--- config.mk ---
export PLATFORM = sky130hd
export DESIGN_NAME = systolic_feeder
export DESIGN_NICKNAME = d
export VERILOG_FILES = /design/src/rtl/systolic_pkg.sv /design/src/rtl/operand_buf.sv /design/src/rtl/systolic_feeder.sv
export SDC_FILE = /design/constraint.sdc
export NUM_CORES = 1
export LEC_CHECK = 0
export BUFFER_PORTS_ARGS = -buffer_cell sky130_fd_sc_hd__buf_2
export CAP_MARGIN = 30
export CORE_MARGIN = 1.5
export CORE_UTILIZATION = 66
export DETAILED_ROUTE_END_ITERATION = 8
export PLACE_DENSITY = 0.9
export REMOVE_ABC_BUFFERS = 1
export SYNTH_ARGS = -nofsm -noshare
export SYNTH_HDL_FRONTEND = slang
export SYNTH_SLANG_ARGS = --single-unit
--- constraint.sdc ---
create_clock -name i_clk -period 17.1 [get_ports i_clk]
set_clock_uncertainty 0.1 [all_clocks]
set_input_delay 1.71 -clock i_clk [delete_from_list [all_inputs] [get_ports i_clk]]
set_output_delay 1.71 -clock i_clk [all_outputs]
set_load 0.01 [all_outputs]
--- src/rtl/systolic_pkg.sv ---
// Shared types and constants for the systolic operand feeder and its buffers.
package systolic_pkg;

   localparam int DEF_DATA_W = 8;

   localparam logic WSEL_A = 1'b0;
   localparam logic WSEL_B = 1'b1;

   typedef enum logic [2:0] {
      IDLE,
      CLEAR,
      STREAM,
      DRAIN,
      DONE
   } state_t;

endpackage

--- src/rtl/operand_buf.sv ---
// Row-major operand tile storage: one write port, NRD combinational read ports.
module operand_buf
   import systolic_pkg::*;
#(
   parameter int DATA_W = DEF_DATA_W,
   parameter int DEPTH  = 9,
   parameter int ADDR_W = 8,
   parameter int NRD    = 3
) (
   input  logic              i_clk,
   input  logic              i_rst,
   input  logic              i_wr_en,
   input  logic [ADDR_W-1:0] i_wr_addr,
   input  logic [DATA_W-1:0] i_wr_data,
   input  logic [ADDR_W-1:0] i_rd_addr [NRD],
   output logic [DATA_W-1:0] o_rd_data [NRD]
);

   localparam int IDX_W = (DEPTH > 1) ? $clog2(DEPTH) : 1;

   logic [DATA_W-1:0] r_mem [DEPTH];

   // Out-of-range write addresses are dropped rather than aliased onto a slot.
   always_ff @(posedge i_clk or posedge i_rst) begin
      if (i_rst) begin
         for (int n = 0; n < DEPTH; n++) begin
            r_mem[n] <= '0;
         end
      end else if (i_wr_en && (i_wr_addr < ADDR_W'(DEPTH))) begin
         r_mem[i_wr_addr[IDX_W-1:0]] <= i_wr_data;
      end
   end

   always_comb begin
      for (int p = 0; p < NRD; p++) begin
         o_rd_data[p] = '0;
         if (i_rd_addr[p] < ADDR_W'(DEPTH)) begin
            o_rd_data[p] = r_mem[i_rd_addr[p][IDX_W-1:0]];
         end
      end
   end

endmodule

--- src/rtl/systolic_feeder.sv ---
// Buffers one A and one B tile and streams them skewed into an NxN systolic array.
module systolic_feeder
   import systolic_pkg::*;
#(
   parameter int DATA_W = DEF_DATA_W,
   parameter int N      = 3,
   parameter int K      = 3,
   parameter int ADDR_W = 8
) (
   input  logic                i_clk,
   input  logic                i_rst,
   input  logic                i_wr_en,
   input  logic                i_wr_sel,
   input  logic [ADDR_W-1:0]   i_wr_addr,
   input  logic [DATA_W-1:0]   i_wr_data,
   input  logic                i_start,
   output logic                o_busy,
   output logic                o_done,
   output logic                o_pe_clear,
   output logic [N*DATA_W-1:0] o_a_edge,
   output logic [N*DATA_W-1:0] o_b_edge
);

   localparam int DEPTH = N * K;
   localparam int T_W   = $clog2(K + N);
   localparam logic [T_W-1:0] T_STREAM_LAST = T_W'(K + N - 2);
   localparam logic [T_W-1:0] T_DRAIN_LAST  = T_W'(N - 1);

   state_t              r_state;
   state_t              w_next_state;
   logic [T_W-1:0]      r_t;
   logic [T_W-1:0]      w_next_t;
   logic                w_wr_ok;
   logic [N-1:0]        w_lane_valid;
   logic [ADDR_W-1:0]   w_a_addr [N];
   logic [ADDR_W-1:0]   w_b_addr [N];
   logic [DATA_W-1:0]   w_a_data [N];
   logic [DATA_W-1:0]   w_b_data [N];
   logic [N*DATA_W-1:0] w_a_next;
   logic [N*DATA_W-1:0] w_b_next;
   logic                r_busy;
   logic                r_done;
   logic                r_pe_clear;
   logic [N*DATA_W-1:0] r_a_edge;
   logic [N*DATA_W-1:0] r_b_edge;

   assign w_wr_ok = i_wr_en && (r_state == IDLE);

   operand_buf #(
      .DATA_W (DATA_W),
      .DEPTH  (DEPTH),
      .ADDR_W (ADDR_W),
      .NRD    (N)
   ) u_buf_a (
      .i_clk     (i_clk),
      .i_rst     (i_rst),
      .i_wr_en   (w_wr_ok && (i_wr_sel == WSEL_A)),
      .i_wr_addr (i_wr_addr),
      .i_wr_data (i_wr_data),
      .i_rd_addr (w_a_addr),
      .o_rd_data (w_a_data)
   );

   operand_buf #(
      .DATA_W (DATA_W),
      .DEPTH  (DEPTH),
      .ADDR_W (ADDR_W),
      .NRD    (N)
   ) u_buf_b (
      .i_clk     (i_clk),
      .i_rst     (i_rst),
      .i_wr_en   (w_wr_ok && (i_wr_sel == WSEL_B)),
      .i_wr_addr (i_wr_addr),
      .i_wr_data (i_wr_data),
      .i_rd_addr (w_b_addr),
      .o_rd_data (w_b_data)
   );

   // t doubles as the drain-cycle counter; it restarts at 0 on every phase change.
   always_comb begin
      w_next_state = r_state;
      w_next_t     = r_t;
      case (r_state)
         IDLE: begin
            if (i_start) begin
               w_next_state = CLEAR;
               w_next_t     = '0;
            end
         end
         CLEAR: begin
            w_next_state = STREAM;
            w_next_t     = '0;
         end
         STREAM: begin
            if (r_t == T_STREAM_LAST) begin
               w_next_state = DRAIN;
               w_next_t     = '0;
            end else begin
               w_next_t = r_t + 1'b1;
            end
         end
         DRAIN: begin
            if (r_t == T_DRAIN_LAST) begin
               w_next_state = DONE;
               w_next_t     = '0;
            end else begin
               w_next_t = r_t + 1'b1;
            end
         end
         DONE: begin
            w_next_state = IDLE;
            w_next_t     = '0;
         end
         default: begin
            w_next_state = IDLE;
            w_next_t     = '0;
         end
      endcase
   end

   // Lane l carries element (t-l) of its row/column; the skew is the lane offset.
   always_comb begin
      w_lane_valid = '0;
      for (int l = 0; l < N; l++) begin
         w_a_addr[l] = '0;
         w_b_addr[l] = '0;
         if ((w_next_state == STREAM) && (int'(w_next_t) >= l) && (int'(w_next_t) < l + K)) begin
            w_lane_valid[l] = 1'b1;
            w_a_addr[l]     = ADDR_W'(l * K + int'(w_next_t) - l);
            w_b_addr[l]     = ADDR_W'((int'(w_next_t) - l) * N + l);
         end
      end
   end

   always_comb begin
      w_a_next = '0;
      w_b_next = '0;
      for (int l = 0; l < N; l++) begin
         if (w_lane_valid[l]) begin
            w_a_next[l*DATA_W +: DATA_W] = w_a_data[l];
            w_b_next[l*DATA_W +: DATA_W] = w_b_data[l];
         end
      end
   end

   // Outputs are registered from next-state values so they line up with the state they describe.
   always_ff @(posedge i_clk or posedge i_rst) begin
      if (i_rst) begin
         r_state    <= IDLE;
         r_t        <= '0;
         r_busy     <= 1'b0;
         r_done     <= 1'b0;
         r_pe_clear <= 1'b0;
         r_a_edge   <= '0;
         r_b_edge   <= '0;
      end else begin
         r_state    <= w_next_state;
         r_t        <= w_next_t;
         r_busy     <= (w_next_state != IDLE);
         r_done     <= (w_next_state == DONE);
         r_pe_clear <= (w_next_state == CLEAR);
         r_a_edge   <= w_a_next;
         r_b_edge   <= w_b_next;
      end
   end

   assign o_busy     = r_busy;
   assign o_done     = r_done;
   assign o_pe_clear = r_pe_clear;
   assign o_a_edge   = r_a_edge;
   assign o_b_edge   = r_b_edge;

endmodule

* After elaboration in Yosys (flattened, before gate mapping) *
Index checks and enable logic that the tools add are counted.

cells by class
  $add $sub $neg = 9
  reductions and logical operators = 13
  magnitude comparators = 20
  bitwise gates (word level) = 8
  $mul = 3
  equality and inequality tests = 8
  mux-type cells = 51

operator list
  cell                   number
  $mux W8                29
  $bmux W8 S4            6
  $bwmux W72             2
  $lt A8 B4 Y1 const B   5
  $ge A5 B5 Y1 const B   7
  $demux W8 S4           1
  $not A4 Y5             6
  $mux W3                7
  $mul A4 B3 Y7 const B  2
  $eq A3 B2 Y1 const B   4
  $pmux W3 S4            1
  $logic_and A1 B1 Y1    11
  $pmux W3 S3            1
  $add A7 B2 Y8 const B  1
  $add A7 B3 Y8 const B  1
  $eq A3 B1 Y1 const B   2
  $eq A3 B3 Y1 const B   2
  $lt A3 B3 Y1 const B   2
  $lt A5 B1 Y1 const B   1
  $lt A5 B4 Y1 const B   1
  $mul A3 B2 Y5 const B  1
  $mux W5                1
  $not A3 Y5             1
  $sub A4 B1 Y5 const B  1
  other kinds (14)       16

storage, ports and cells
  register bits after elaboration = 201
  word-level logic and storage cells = 137

* Logic depth before layout (Yosys ltp) *
  depth in word-level cells = 13
  gate-level depth with buffers = 20
  gate-level depth less buffers = 17

* By module *
A second synthesis with hierarchy kept.

second synthesis, totals
  cell total of the unflattened synthesis = 916
  area total of the unflattened synthesis = 11960.2 µm²

modules (own cells, without submodules)
  module                  area each (µm²)  seq. area each (µm²)  cells an instance  times used
  operand_buf at u_buf_a  4578.1           1801.7                331                1
  operand_buf at u_buf_b  4508.1           1801.7                330                1
  systolic_feeder         2874.0           1426.4                255                1

* Worst setup path before layout *
OpenSTA, ideal clock, no wires.

  path type = input -> register
  start = input i_start
  end = register r_b_edge[13], in the netlist o_b_edge[13]
  stages = 18
  library setup time = 96 ps
  path slack = 11519 ps
  data arrival time = 5385 ps
  cell sequence = nor4_1 nand2_1 nand2_1 inv_1 clkbuf_1 clkbuf_1 clkbuf_1 ha_1 ha_1 inv_1 ha_1 fa_1 xnor2_1 or3_1 clkbuf_1 clkbuf_1 nor2_1 a311oi_2

on the way
  longest elaborated chain between the ends = 12
  elaborated cells on any way between the ends = 21

RTL lines
  item                                                         line                                            RTL
  start, declared                                              systolic_feeder.sv:16                           input logic i_start,
  $mux W3                                                      systolic_feeder.sv:85                           if (i_start) begin
  $pmux W3 S3 / $pmux W3 S4 (equally long branches)            systolic_feeder.sv:83                           case (r_state)
  $sub A3 B1 Y4, or another cell as far along                  systolic_feeder.sv:130                          w_b_addr[l] = ADDR_W'((int'(w_next_t) - l) * N + l);
  $mul A4 B3 Y7 / $logic_and A1 B1 Y1 (equally long branches)  systolic_feeder.sv:130, systolic_feeder.sv:127
  $add A7 B2 Y8 / $logic_and A1 B1 Y1 (equally long branches)  systolic_feeder.sv:130, systolic_feeder.sv:127
  $mux W8                                                      systolic_feeder.sv:127                          if ((w_next_state == STREAM) && (int'(w_next_t) >= l) && (int'(w_next_t) < l + K)) begin
  $not A4 Y5 (implied by the code)                             operand_buf.sv:38                               o_rd_data[p] = r_mem[i_rd_addr[p][IDX_W-1:0]];
  $bmux W8 S4                                                  operand_buf.sv:38
  $mux W8 (implied by the code) (2 in a row)                   operand_buf.sv:38
  $mux W8                                                      operand_buf.sv:37                               if (i_rd_addr[p] < ADDR_W'(DEPTH)) begin
  $mux W8 (*)                                                  systolic_feeder.sv:139                          if (w_lane_valid[l]) begin
  via w_b_next[13]                                             systolic_feeder.sv:40                           logic [N*DATA_W-1:0] w_b_next;
  end signal, assigned                                         systolic_feeder.sv:163                          r_b_edge <= w_b_next;
  end, declared                                                systolic_feeder.sv:45                           logic [N*DATA_W-1:0] r_b_edge;

Mark *: on every way through the listed nets, which the timed path passes. The rest lies on a longest branch. The select of a mux whose other input is x is not followed.
A chain may end at the register's enable or synchronous reset.

* Worst setup path after layout *
  start = input i_start
  end = register r_b_edge[15], in the netlist o_b_edge[15]

The elaborated chain is that of the path after synthesis.

==> run_results.csv <==
group,metric,value,unit
synth,synth_edf_count,0,
worst_hold_path,min_path_type,"flop to flop",
critical_path,critPathTopFamily,"adder cells",
critical_path,crit_buf_inv,5,
critical_path,r2r-end,"o_b_edge[15]",
synth,synth_xor_area_share,0.395,%
critical_path,crit_arrival,6810,ps
synth,synthSimpleGateAreaFrac,12.6,%
flow_run,cap_violations,0,
synth,yosys-top-cells-area,"dfrtp_1 (45%), mux2_2 (16%), mux2i_1 (4.0%)",
global_routing,grt_use_total,37.9,%
detailed_routing,route.detailed.drc,0,
synth,syn-cell-area,0.0111,mm2
finish,nFillCells,1117,
critical_path,critPathMaxStageDelay,840,ps
timing,relSlewSlack,29.1,%
global_routing,grt_pass1_vias,8922,
clocking,cts_setup_buffers,0,
floorplan,die_h,133,um
synth,synth_top_area_share,45.3,%
place,port_buffers,71,
critical_path,crit_top_cell,"ha_1",
critical_path,crit_fanout,60,
synth,synth_compound_area_share,15.9,%
synth,synth.distinct_cells,81,
timing,fin_tns_setup,0,ps
floorplan,fp.coreArea,0.0165,mm2
synth,async_flop_share,100,%
critical_path,cp-startpoint,"i_start",
synth,synth-adder-area-share,2.62,%
timing,maxSlewViolCount,0,
clocking,holdBufCountCts,0,
critical_path,end_kind,"flop",
critical_path,critPathRequiredTime,17380,ps
clocking,numClockSinks,201,
synth,post-synth-top-count-cell,"dfrtp_1",
floorplan,ioPinCount,72,
synth,muxShareOfSynthArea,19.7,%
synth,seq_area_frac_synth,45.3,%
floorplan,dieWidth,133,um
finish,drive_gt1_share,28.0,%
timing,layout_min_cycle_time,6540,ps
timing,tightest_slew,1060,ps
worst_hold_path,hold_end,"u_buf_a.r_mem[51]",
clocking,cts_buffers,22,
synth,synth_top_family_by_area,"multiplexers",
detailed_routing,wl,33300,um
synth,synth_common_cells,"dfrtp_1 (201), mux2_2 (153), nand2_1 (110)",
synth,syn_area_per_cell,10.7,um2
synth,synth_ff_type,"dfrtp_1",
place,hpwl,21900,um
floorplan,start_util,67.2,%
finish,final_nets,1117,
floorplan,die_area,0.0176,mm2
detailed_routing,via_count,9263,
critical_path,worstPathCellList,"buf_2 -> nor4_1 -> nand2_1 -> nand2_2 -> buf_4 -> inv_2 -> buf_4 -> ha_1 -> ha_1 -> inv_1 -> ha_1 -> fa_1 -> nand3_1 -> mux2_2 -> o2111ai_1 -> a31oi_1",
timing,max_freq,0.153,GHz
place,place_congestion,1.01,
global_routing,grt_max_degree,150,
worst_hold_path,worstHoldStart,"u_buf_a.r_mem[51]",
timing,timing_hold_violations_final,0,
critical_path,cpMaxStageDelayCell,"fa_1",
synth,synth.largest_area_cell,"dfrtp_1",
detailed_routing,ant_nets,0,
timing,finalCritPeriodShare,38.2,%
clocking,worstSkewPairLatency,530,ps
floorplan,row_count,47,
clocking,htree_levels,1,
critical_path,r2r-start,"r_t[0]",
timing,setup_violations,0,
global_routing,grt_pass1_wl,51100,um
global_routing,antenna_found_initial,3,
detailed_routing,vias_per_cell,7.06,
synth,synth_warnings,0,
critical_path,r2r_slack,11080,ps
detailed_routing,wl_per_cell,25.3,um
clocking,clockRootBuffer,"clkbuf_16",
detailed_routing,dr.pass1.iters,5,
detailed_routing,initialDrtViolationCount,1080,
clocking,clk_pin_slew,60,ps
outcome,status,"finished clean",
clocking,cts.path.max_buffers,3,
global_routing,overflow,0,
finish,syn2layout_area_growth,10.8,%
clocking,tritoncts,"built",
critical_path,ff2ff_path_depth,17,
worst_hold_path,worstHoldPathCells,1,
synth,ys_ff_latch,201,
clocking,cts_resized,0,
critical_path,criticalPathCategory,"input pin to flop",
critical_path,start_kind,"input pin",
synth,synthCells,1033,
timing,rsz0062_at_grt,"false",
==> flip-flops by register name, indices dropped and copies added, names as in the netlist <==
register       flops
u_buf_a.r_mem     72
o_busy             1
o_done             1
o_a_edge          24
o_pe_clear         1
o_b_edge          24
r_t                3
r_state            3
u_buf_b.r_mem     72
==> worst reg2reg max path: stages (launching register included) <==
cell	delay [ps]
dfrtp_1	480
inv_1	130
ha_1	270
mux2i_1	130
a211o_1	330
nand2_2	70
buf_4	530
inv_2	520
buf_4	410
ha_1	290
ha_1	290
inv_1	70
ha_1	320
fa_1	840
nand3_1	410
mux2_2	410
o2111ai_1	170
a31oi_1	110
==> per-layer routing <==
layer  routed length (um)  GRT usage (%)  share of wire [%]  up-vias
met4                 2120           21.1                6.4        2
met3                 2990           5.86                9.0      162
met2                15700           62.7                 47      639
li1                     -              -                  -     3927
met5                   15              0              0.045        -
met1                12400           48.0                 37     4533
==> area by class of cell <==
class	count	area, um2	share of cell area (%)
Timing Repair Buffer	83	469	3.82
Multi-Input combinational cell	751	5690	46.3
Inverter	15	63.8	0.519
Clock inverter	13	163	1.32
Clock buffer	27	599	4.87
Sequential cell	201	5030	40.9
Tap cell	220	275	2.24
Antenna cell	2	5.00	0.0407
==> worst max path at each step <==
stage                         endpoint  slack (ps)  depth (start not counted)
after global routing      o_b_edge[10]       10280                         16
after detailed placement  o_b_edge[15]       10220                         16
after floorplan            o_a_edge[0]        9810                          1
final                     o_b_edge[15]       10560                         16
after global placement    o_b_edge[15]       10300                         16
after CTS                 o_b_edge[15]       10730                         16
==> layout by cell type (no fill, tap or decap), types with 4 or more instances in the layout <==
cell type,n
a21o_1,7
clkinv_2,5
o22ai_1,8
or3_1,5
mux2_2,153
inv_1,10
o21a_1,4
nor3_1,33
mux2i_1,44
buf_4,10
a211o_1,6
a31oi_1,19
o31a_1,6
ha_1,20
nand2b_1,4
nand4_1,9
o21ai_0,34
nand2_1,109
nand3_1,20
o221ai_1,19
buf_2,71
nor2_1,59
nor2b_1,11
a311oi_1,19
o31ai_1,4
dfrtp_1,201
xnor2_1,5
clkbuf_16,22
a21oi_1,39
a211oi_1,19
a221oi_1,8
nor3_2,5
and3_1,5
==> stage by stage <==
stage	worst slack, ps	instances	hold WS (ps)	area (um2)	util, %
after global routing	10280	1310	417	12300	74.4
after floorplan	9810	967	371	10800	-
after detailed placement	10220	1269	390	11500	69.6
after global placement	10300	1267	381	11500	69.5
after CTS	10730	1309	402	12300	74.2
final	10560	1312	399	12300	74.4
==> cell families after synthesis <==
kind of cell,after synthesis
adder cells (fa/ha/maj),22
XOR/XNOR,5
flip-flops,201
AND/OR/NAND/NOR,290
multiplexers,198
AO/OA/AOI/OAI,236
buffers and inverters,81
Power is left out: the tool's default activity adds up to more than one toggle a clock period on the data nets, which glitch-free logic cannot reach.
